`config.mk`:
```
export PLATFORM = sky130hd
export DESIGN_NAME = uart_rx_word_packer_flat
export DESIGN_NICKNAME = d
export VERILOG_FILES = /design/src/rtl/uart_rx_word_packer_if.sv /design/src/rtl/uart_rx_word_packer.sv /design/src/flat_wrapper.sv
export SDC_FILE = /design/constraint.sdc
export NUM_CORES = 1
export LEC_CHECK = 0
export CAP_MARGIN = 20
export CORE_AREA = 2 2 74 147
export DETAILED_ROUTE_END_ITERATION = 8
export DIE_AREA = 0 0 76 149
export PLACE_DENSITY = 0.65
export SLEW_MARGIN = 15
export SYNTH_ARGS = -nofsm -noshare
export SYNTH_HDL_FRONTEND = slang
export SYNTH_SLANG_ARGS = --single-unit
```
`constraint.sdc`:
```
create_clock -name clk_g -period 3.1 [get_ports clk_g]
set_input_delay 0.465 -clock clk_g [delete_from_list [all_inputs] [get_ports clk_g]]
set_output_delay 0.465 -clock clk_g [all_outputs]
set_load 0.02 [all_outputs]
```
`src/rtl/uart_rx_word_packer_if.sv`:
```
// rtl/uart_rx_word_packer_if.sv - byte-in / word-out signal bundle for uart_rx_word_packer
interface uart_rx_word_packer_if #(
  parameter int DERINLIK = 8
);
  logic [7:0]                    al_veri;
  logic                          al_gecerli;
  logic                          temizle;
  logic [31:0]                   kelime;
  logic                          kelime_gecerli;
  logic                          kelime_hazir;
  logic                          tasma;
  logic [$clog2(DERINLIK):0]     doluluk;

  // Producer/consumer side: drives bytes, flush and ready, observes words and status
  modport master (
    output al_veri, al_gecerli, temizle, kelime_hazir,
    input  kelime, kelime_gecerli, tasma, doluluk
  );

  // Packer side
  modport slave (
    input  al_veri, al_gecerli, temizle, kelime_hazir,
    output kelime, kelime_gecerli, tasma, doluluk
  );
endinterface

```
`src/rtl/uart_rx_word_packer.sv`:
```
// rtl/uart_rx_word_packer.sv - UART byte FIFO packing little-endian 32-bit words
module uart_rx_word_packer #(
  parameter int DERINLIK = 8
) (
  input logic                   clk_g,
  input logic                   rst_g,
  uart_rx_word_packer_if.slave  bus
);
  localparam int AW = $clog2(DERINLIK);
  localparam logic [AW:0] DOLU = (AW+1)'(DERINLIK);

  typedef enum logic {TOPLA = 1'b0, SUN = 1'b1} durum_t;

  durum_t          durum, durum_d;
  logic [1:0]      ek, ek_d;
  logic [AW-1:0]   yaz_ptr, oku_ptr;
  logic [AW:0]     sayac;
  logic [7:0]      mem [DERINLIK];
  logic [31:0]     kelime_r;
  logic            tasma_r;
  logic            pop, push, kayip;

  // Pop only depends on flops; the byte input reaches the write enable only
  assign pop   = (durum == TOPLA) && (sayac != '0) && !bus.temizle;
  assign push  = bus.al_gecerli && !bus.temizle && ((sayac != DOLU) || pop);
  assign kayip = bus.al_gecerli && !bus.temizle && (sayac == DOLU) && !pop;

  // FIFO pointers and occupancy; flush returns them to empty
  always_ff @(posedge clk_g or posedge rst_g) begin
    if (rst_g) begin
      yaz_ptr <= '0;
      oku_ptr <= '0;
      sayac   <= '0;
    end else if (bus.temizle) begin
      yaz_ptr <= '0;
      oku_ptr <= '0;
      sayac   <= '0;
    end else begin
      if (push) yaz_ptr <= yaz_ptr + AW'(1);
      if (pop)  oku_ptr <= oku_ptr + AW'(1);
      if (push && !pop)      sayac <= sayac + (AW+1)'(1);
      else if (pop && !push) sayac <= sayac - (AW+1)'(1);
    end
  end

  // Byte storage; contents need no reset since occupancy gates every read
  always_ff @(posedge clk_g) begin
    if (push) mem[yaz_ptr] <= bus.al_veri;
  end

  // Packer state register
  always_ff @(posedge clk_g or posedge rst_g) begin
    if (rst_g) begin
      durum <= TOPLA;
      ek    <= 2'd0;
    end else begin
      durum <= durum_d;
      ek    <= ek_d;
    end
  end

  // Packer next state: collect four bytes, then hold the word until accepted
  always_comb begin
    durum_d = durum;
    ek_d    = ek;
    if (bus.temizle) begin
      durum_d = TOPLA;
      ek_d    = 2'd0;
    end else begin
      case (durum)
        TOPLA: begin
          if (pop) begin
            if (ek == 2'd3) begin
              durum_d = SUN;
              ek_d    = 2'd0;
            end else begin
              ek_d = ek + 2'd1;
            end
          end
        end
        SUN: begin
          if (bus.kelime_hazir) durum_d = TOPLA;
        end
        default: durum_d = TOPLA;
      endcase
    end
  end

  // Word register filled lane by lane; flush leaves the data in place
  always_ff @(posedge clk_g or posedge rst_g) begin
    if (rst_g) begin
      kelime_r <= '0;
    end else if (pop) begin
      kelime_r[8*ek +: 8] <= mem[oku_ptr];
    end
  end

  // Sticky overflow flag, cleared only by flush or reset
  always_ff @(posedge clk_g or posedge rst_g) begin
    if (rst_g) begin
      tasma_r <= 1'b0;
    end else if (bus.temizle) begin
      tasma_r <= 1'b0;
    end else if (kayip) begin
      tasma_r <= 1'b1;
    end
  end

  assign bus.kelime         = kelime_r;
  assign bus.kelime_gecerli = (durum == SUN);
  assign bus.tasma          = tasma_r;
  assign bus.doluluk        = sayac;
endmodule

```
`src/flat_wrapper.sv`:
```
// flat-port wrapper written by rule: the top's interface ports become plain ports
module uart_rx_word_packer_flat 
#(
  parameter int DERINLIK = 8
)
  (clk_g, rst_g, bus_al_veri, bus_al_gecerli, bus_temizle, bus_kelime_hazir, bus_kelime, bus_kelime_gecerli, bus_tasma, bus_doluluk);
  uart_rx_word_packer_if #(.DERINLIK(DERINLIK)) bus_i ();
  input logic clk_g;
  input logic rst_g;
  input wire logic [$bits(bus_i.al_veri)-1:0] bus_al_veri;
  input wire logic [$bits(bus_i.al_gecerli)-1:0] bus_al_gecerli;
  input wire logic [$bits(bus_i.temizle)-1:0] bus_temizle;
  input wire logic [$bits(bus_i.kelime_hazir)-1:0] bus_kelime_hazir;
  output wire logic [$bits(bus_i.kelime)-1:0] bus_kelime;
  output wire logic [$bits(bus_i.kelime_gecerli)-1:0] bus_kelime_gecerli;
  output wire logic [$bits(bus_i.tasma)-1:0] bus_tasma;
  output wire logic [$bits(bus_i.doluluk)-1:0] bus_doluluk;
  assign bus_i.al_veri = bus_al_veri;
  assign bus_i.al_gecerli = bus_al_gecerli;
  assign bus_i.temizle = bus_temizle;
  assign bus_i.kelime_hazir = bus_kelime_hazir;
  assign bus_kelime = bus_i.kelime;
  assign bus_kelime_gecerli = bus_i.kelime_gecerli;
  assign bus_tasma = bus_i.tasma;
  assign bus_doluluk = bus_i.doluluk;
  uart_rx_word_packer #(.DERINLIK(DERINLIK)) u_core (.clk_g(clk_g), .rst_g(rst_g), .bus(bus_i));
endmodule
```
Yosys cells after proc, flatten, opt, wreduce, memory -nomap -nowiden. Memories as Yosys holds them, arrays and structs flattened. Cells that the tools add are included.

Register bits after elaboration: 46. Memories: 1. Word-level logic and storage cells: 60. RAM bits: 64.

Add/sub/neg operators: 6. Reduce and logical (&&, ||, !) cells: 18. Multiplexer cells: 21. Equal/unequal tests: 4. Bitwise gates (word level): 1. Shifts and indexed selects: 2.

Memory list: u_core.mem (words 8, bits a word 8, read ports 1, clocked after Yosys merged registers in 0, write ports 1, line uart_rx_word_packer.sv:18) `logic [7:0] mem [DERINLIK];`.

Operators by type and width (number): $neg 5->34 (1); $shift 8x34->32 const A (1); $shiftx 8x34->32 (1); $bwmux 32 (1); $mux 3 (4); $mux 4 (3); $logic_and 1x1->1 (8); $mux 1 (8); $mux 2 (4); $add 3x1->3 const B (2); $reduce_bool 2->1 (3); $add 4x1->4 const B (1); $eq 4x4->1 const B (1); $ne 4x4->1 const B (1); $reduce_bool 4->1 (1); $sub 4x1->4 const B (1); $logic_not 1->1 (3); $reduce_bool 3->1 (1); $add 2x1->2 const B (1); $eq 2x2->1 const B (1); $ne 2x2->1 const B (1); $pmux 1 s2 (1); $reduce_and 2->1 (1); $logic_or 1x1->1 (1); $not 1->1 (1).

Longest topological paths before layout.
Word-level depth: 10. Gate-level depth with buffers: 8. Mapped depth without buffers: 8.

Least setup slack after synthesis. OpenSTA, ideal clock, no wires.

Path type: register to register. From: register u_core.sayac[0] (netlist: u_core.bus.doluluk[0]). To: register u_core.sayac[3] (netlist: u_core.bus.doluluk[3]). Path buffers: 0. Setup time: 136 ps. Data arrival time: 2404 ps. Cell stages (with the launch flop): 9. Period minus slack after synthesis: 2540 ps. Data required time: 2964 ps. Slack: 560 ps. Path through: dfrtp_1 nor4_2 o21ai_0 or2_2 ha_1 a211oi_1 o21ai_0 a31oi_1 a21oi_1.

Longest elaborated chain between the ends: 8. Elaborated cells on any way between the ends: 16. Those cells by class: add/sub: 2; eq/ne: 1; mux: 3; reduce/logical: 10.

RTL lines: start: declaration (line uart_rx_word_packer.sv:17) `logic [AW:0] sayac;`; start signal: assignment (line uart_rx_word_packer.sv:41) `if (push && !pop) sayac <= sayac + (AW+1)'(1);`; start signal: assignment (line uart_rx_word_packer.sv:42) `else if (pop && !push) sayac <= sayac - (AW+1)'(1);`; parallel branches: the longest is 8 deep, another holds $sub 4x1->4.

Parallel ways; which one is timed is not known. The select of a mux whose other input is x is not followed. A chain may end at the register's enable or synchronous reset.

Final worst setup path. Same ends and word-level chain as after synthesis.

==> reports/qor.csv <==
stage,metric,value,unit
status,outcome,"finished, final reports clean",
cells_and_area,seq_area,3073,um2
power_and_ir_drop,lkg_pwr,0.002011,uW
worst_setup_path,worstPathArrival,2.88,ns
route,drt-initial-drc-count,219,
worst_setup_path,worst_path_most_repeated_cell,sky130_fd_sc_hd__o21ai_0,
global_routing,grt_start_max_net_pins,32,
logic_synthesis,syn-mean-instance-area,15.48,um2
cts,tritoncts_clock_tree,done,
cts,cts.clk_slew.worst_paths,0.07,ns
sta,hold_slack,0.4123,ns
route,postRouteAntennaNets,0,
power_and_ir_drop,internal_power,2931,uW
cells_and_area,multi_input_area,1344,um2
power_and_ir_drop,clock_power_share,23.9,%
cts,ctsRootBufferMaster,sky130_fd_sc_hd__clkbuf_16,
cells_and_area,layout-drive-gt1-share,14.17,%
power_and_ir_drop,totalPowerFinal,4366,uW
floorplanning,core_area,10280,um2
logic_synthesis,synth_nets,313,
floorplanning,fp.dieH,149,um
power_and_ir_drop,power.share.combinational,32.9,%
worst_setup_path,crit-reg2reg-capture,u_core.bus.doluluk[3],
worst_setup_path,end_kind,flop,
route,via_per_inst,5.348,
worst_setup_path,crit_path_cell_trace,nor4_2 > buf_4 > o21ai_0 > or2_2 > ha_1 > a211oi_1 > o21ai_0 > a31oi_1 > a21oi_1,
floorplanning,floorplan.die_area,11320,um2
cts,clock_latency,0.34,ns
cells_and_area,final_nets,378,
sta,timing_hold_violations_final,0,
logic_synthesis,synthesis.yosys.warnings,0,
global_routing,grt_pass1_wl,14720,um
power_and_ir_drop,p_seq_share,43.2,%
placement,placement.io_buffers,50,
sta,rsz0062_at_grt,no,
logic_synthesis,synth-edff-count,64,
route,drc_errors,0,
logic_synthesis,synth_ff_type,sky130_fd_sc_hd__edfxtp_1,
sta,report.final.setup_viol,0,
cts,clk_path_buf_depth,2,
cells_and_area,count_of_fill_cells_added_during_filler_insertion,840,
floorplanning,initial_utilization,43.68,%
logic_synthesis,netlist-cell-type-count,42,
worst_setup_path,startpoint_type,flop,
logic_synthesis,synth_seq_area_share,68.45,%
logic_synthesis,async_reset_ff_share,41.82,%
logic_synthesis,summed_instance_area_of_the_synthesized_netlist,4489,um2
cts,cts_made_buffers,9,
worst_setup_path,critical_path.max_fanout,8,
worst_setup_path,ff2ff_setup_slack,0.44,ns
global_routing,first_global_vias,2749,
route,routed-via-count,2658,
cells_and_area,most_frequent_standard_cell_in_the_layout_excluding_fill_and_tap_cells,sky130_fd_sc_hd__edfxtp_1,
cells_and_area,final_cells,497,
sta,fmaxAchievable,375.3,MHz
min_path,timing.hold.worst.class,input port to async pin,
power_and_ir_drop,power.net_switching,1436,uW
cts,cts-resized-gates,0,
route,route.final.wire_length,8966,um
sta,slew_violations,0,
cells_and_area,syn_to_final_growth,22.19,%
floorplanning,std_cell_rows,53,
power_and_ir_drop,sw_frac_of_total,32.88,%
logic_synthesis,ys_ff_latch,110,
sta,worstMarginPinSlew,0.7884,ns
logic_synthesis,netlist_instances,290,
run,max_cap_viol_count,0,
placement,gp_congestion,0.8869,
global_routing,grtUsageTotal,17.40,%
power_and_ir_drop,vdd_ir_drop_max,0.3747,mV
worst_setup_path,path_class,flop to flop,
route,detailedRoute.firstPassIterationCount,4,
cells_and_area,final_cell_mix,"sky130_fd_sc_hd__edfxtp_1, sky130_fd_sc_hd__clkdlybuf4s50_1, sky130_fd_sc_hd__dfrtp_1",
sta,fin_tns_setup,0,ns
global_routing,grt_antenna_before_repair,0,
worst_setup_path,regToRegStartpoint,u_core.bus.doluluk[0],
worst_setup_path,cp_slowest_stage_delay,0.47,ns
floorplanning,num_io_pins,51,
worst_setup_path,r2r_cells,9,
sta,final_cycle_utilization_of_the_critical_path,85.96,%
cts,cts_sinks,110,
worst_setup_path,critPathSlowestCell,sky130_fd_sc_hd__dfrtp_1,
global_routing,globalRoute.totalOverflow,0,
floorplanning,chipWidth,76,um
cts,postCtsHoldBufs,0,
sta,final_period_minus_worst_setup_slack,2.665,ns
cts,maximum_level_of_the_cts_h_tree,3,
worst_setup_path,cp_data_required_time,3.31,ns
cells_and_area,antennaDiodeCount,0,
cts,cts.repair_timing.setup_buffer_count,0,
route,wl_per_cell,18.04,um
sta,final.setup_skew,0.006007,ns
power_and_ir_drop,power_density,796.0,nW/um2
placement,hpwlAfterDp,6167,um
sta,relSlewSlack,47.44,%
placement,post-place-cells,481,
-- Yosys cell counts (2+ instances only) --
cell | count | area share [%]
sky130_fd_sc_hd__nand2_1 | 23 | 1.9
sky130_fd_sc_hd__ha_1 | 9 | 2.5
sky130_fd_sc_hd__mux2i_1 | 9 | 2.0
sky130_fd_sc_hd__mux4_2 | 16 | 8.0
sky130_fd_sc_hd__a21oi_1 | 3 | 0.33
sky130_fd_sc_hd__xor2_1 | 3 | 0.59
sky130_fd_sc_hd__o211ai_1 | 2 | 0.33
sky130_fd_sc_hd__dfrtp_1 | 46 | 26
sky130_fd_sc_hd__edfxtp_1 | 64 | 43
sky130_fd_sc_hd__or3_1 | 3 | 0.42
sky130_fd_sc_hd__inv_1 | 7 | 0.59
sky130_fd_sc_hd__clkbuf_1 | 4 | 0.33
sky130_fd_sc_hd__o21ai_0 | 5 | 0.56
sky130_fd_sc_hd__xnor2_1 | 3 | 0.59
sky130_fd_sc_hd__o21ai_1 | 17 | 1.9
sky130_fd_sc_hd__nor2_1 | 24 | 2.0
sky130_fd_sc_hd__nand2b_1 | 3 | 0.42
sky130_fd_sc_hd__nor3_1 | 3 | 0.33
sky130_fd_sc_hd__nand4_1 | 2 | 0.28
sky130_fd_sc_hd__buf_2 | 4 | 0.45
sky130_fd_sc_hd__o2bb2ai_1 | 16 | 3.1
sky130_fd_sc_hd__nor2b_1 | 2 | 0.28
sky130_fd_sc_hd__mux2_2 | 3 | 0.75
-- cell families (layout without fill, tap and decap cells) --
kind of cell,after synthesis,in the layout,synth area share [%]
DFF,110,110,68.45
and+or+nand+nor,71,71,7.943
AOI/OAI and AO/OA,48,48,7.079
muxes,28,28,10.79
buffers and inverters,17,87,1.617
adders and majority gates,10,10,2.954
xor gates and xnor gates,6,6,1.171
-- sequential cells by signal (all words and copies together), names as in the netlist --
signal,count
u_core.bus.kelime,32
u_core.bus.tasma,1
u_core.bus.kelime_gecerli,1
u_core.yaz_ptr,3
u_core.ek,2
u_core.bus.doluluk,4
u_core.oku_ptr,3
u_core.mem,64
-- per-stage QoR --
stage	utilization [%]	worst slack (ns)	instance area, um2
2_1_floorplan	-	0.5600	4489
3_3_place_gp	50.79	0.4476	5220
3_5_place_dp	50.79	0.3387	5220
4_1_cts	53.37	0.4777	5485
5_1_grt	53.37	0.2288	5485
6_report	53.37	0.4353	5485
-- final cells by class --
cell class / count / share of cell area (%)
sequential: 110 / 56.02
multi-input combinational: 163 / 24.50
timing repair buffer: 64 / 11.04
clock buffer: 10 / 4.174
tap: 137 / 3.125
clock inverter: 6 / 0.6615
inverter: 7 / 0.4790
-- per-layer routing --
layer	vias to the layer above	routed length [um]	global-route usage, %
li1	1227	-	-
met4	0	248	7.545
met5	-	0	0
met1	1328	3751	21.55
met2	82	4584	29.20
met3	21	381	4.237
-- worst max path at each step --
| stage | startpoint | endpoint | slack (ns) | cells after the start |
|---|---|---|---|---|
| after CTS | u_core.bus.doluluk[0] | u_core.bus.doluluk[3] | 0.48 | 9 |
| after global routing | u_core.bus.doluluk[0] | u_core.bus.doluluk[3] | 0.23 | 9 |
| after detailed placement | bus_al_gecerli | u_core.bus.doluluk[3] | 0.34 | 8 |
| after floorplan | u_core.bus.doluluk[0] | u_core.bus.doluluk[3] | 0.56 | 8 |
| final | u_core.bus.doluluk[0] | u_core.bus.doluluk[3] | 0.44 | 9 |
| after global placement | bus_al_gecerli | u_core.bus.doluluk[3] | 0.45 | 8 |
-- worst max-delay path, delay by kind of cell (launching register included) --
family | cells | cell delay, ns
AO/OA/AOI/OAI | 5 | 1.00
adder cells (fa/ha/maj) | 1 | 0.29
buffers and inverters | 1 | 0.17
flip-flops | 1 | 0.47
AND/OR/NAND/NOR | 2 | 0.61
-- power groups by stage --
stage	Combinational, uW	Sequential (uW)	Clock [uW]
floorplan	824	2000	0
CTS	1460	1890	1060
detailed placement	1460	1920	0
global route	1570	1910	1130
finish	1440	1880	1040
global placement	1420	1910	0
No activity file was read; power rests on OpenSTA's default activity.
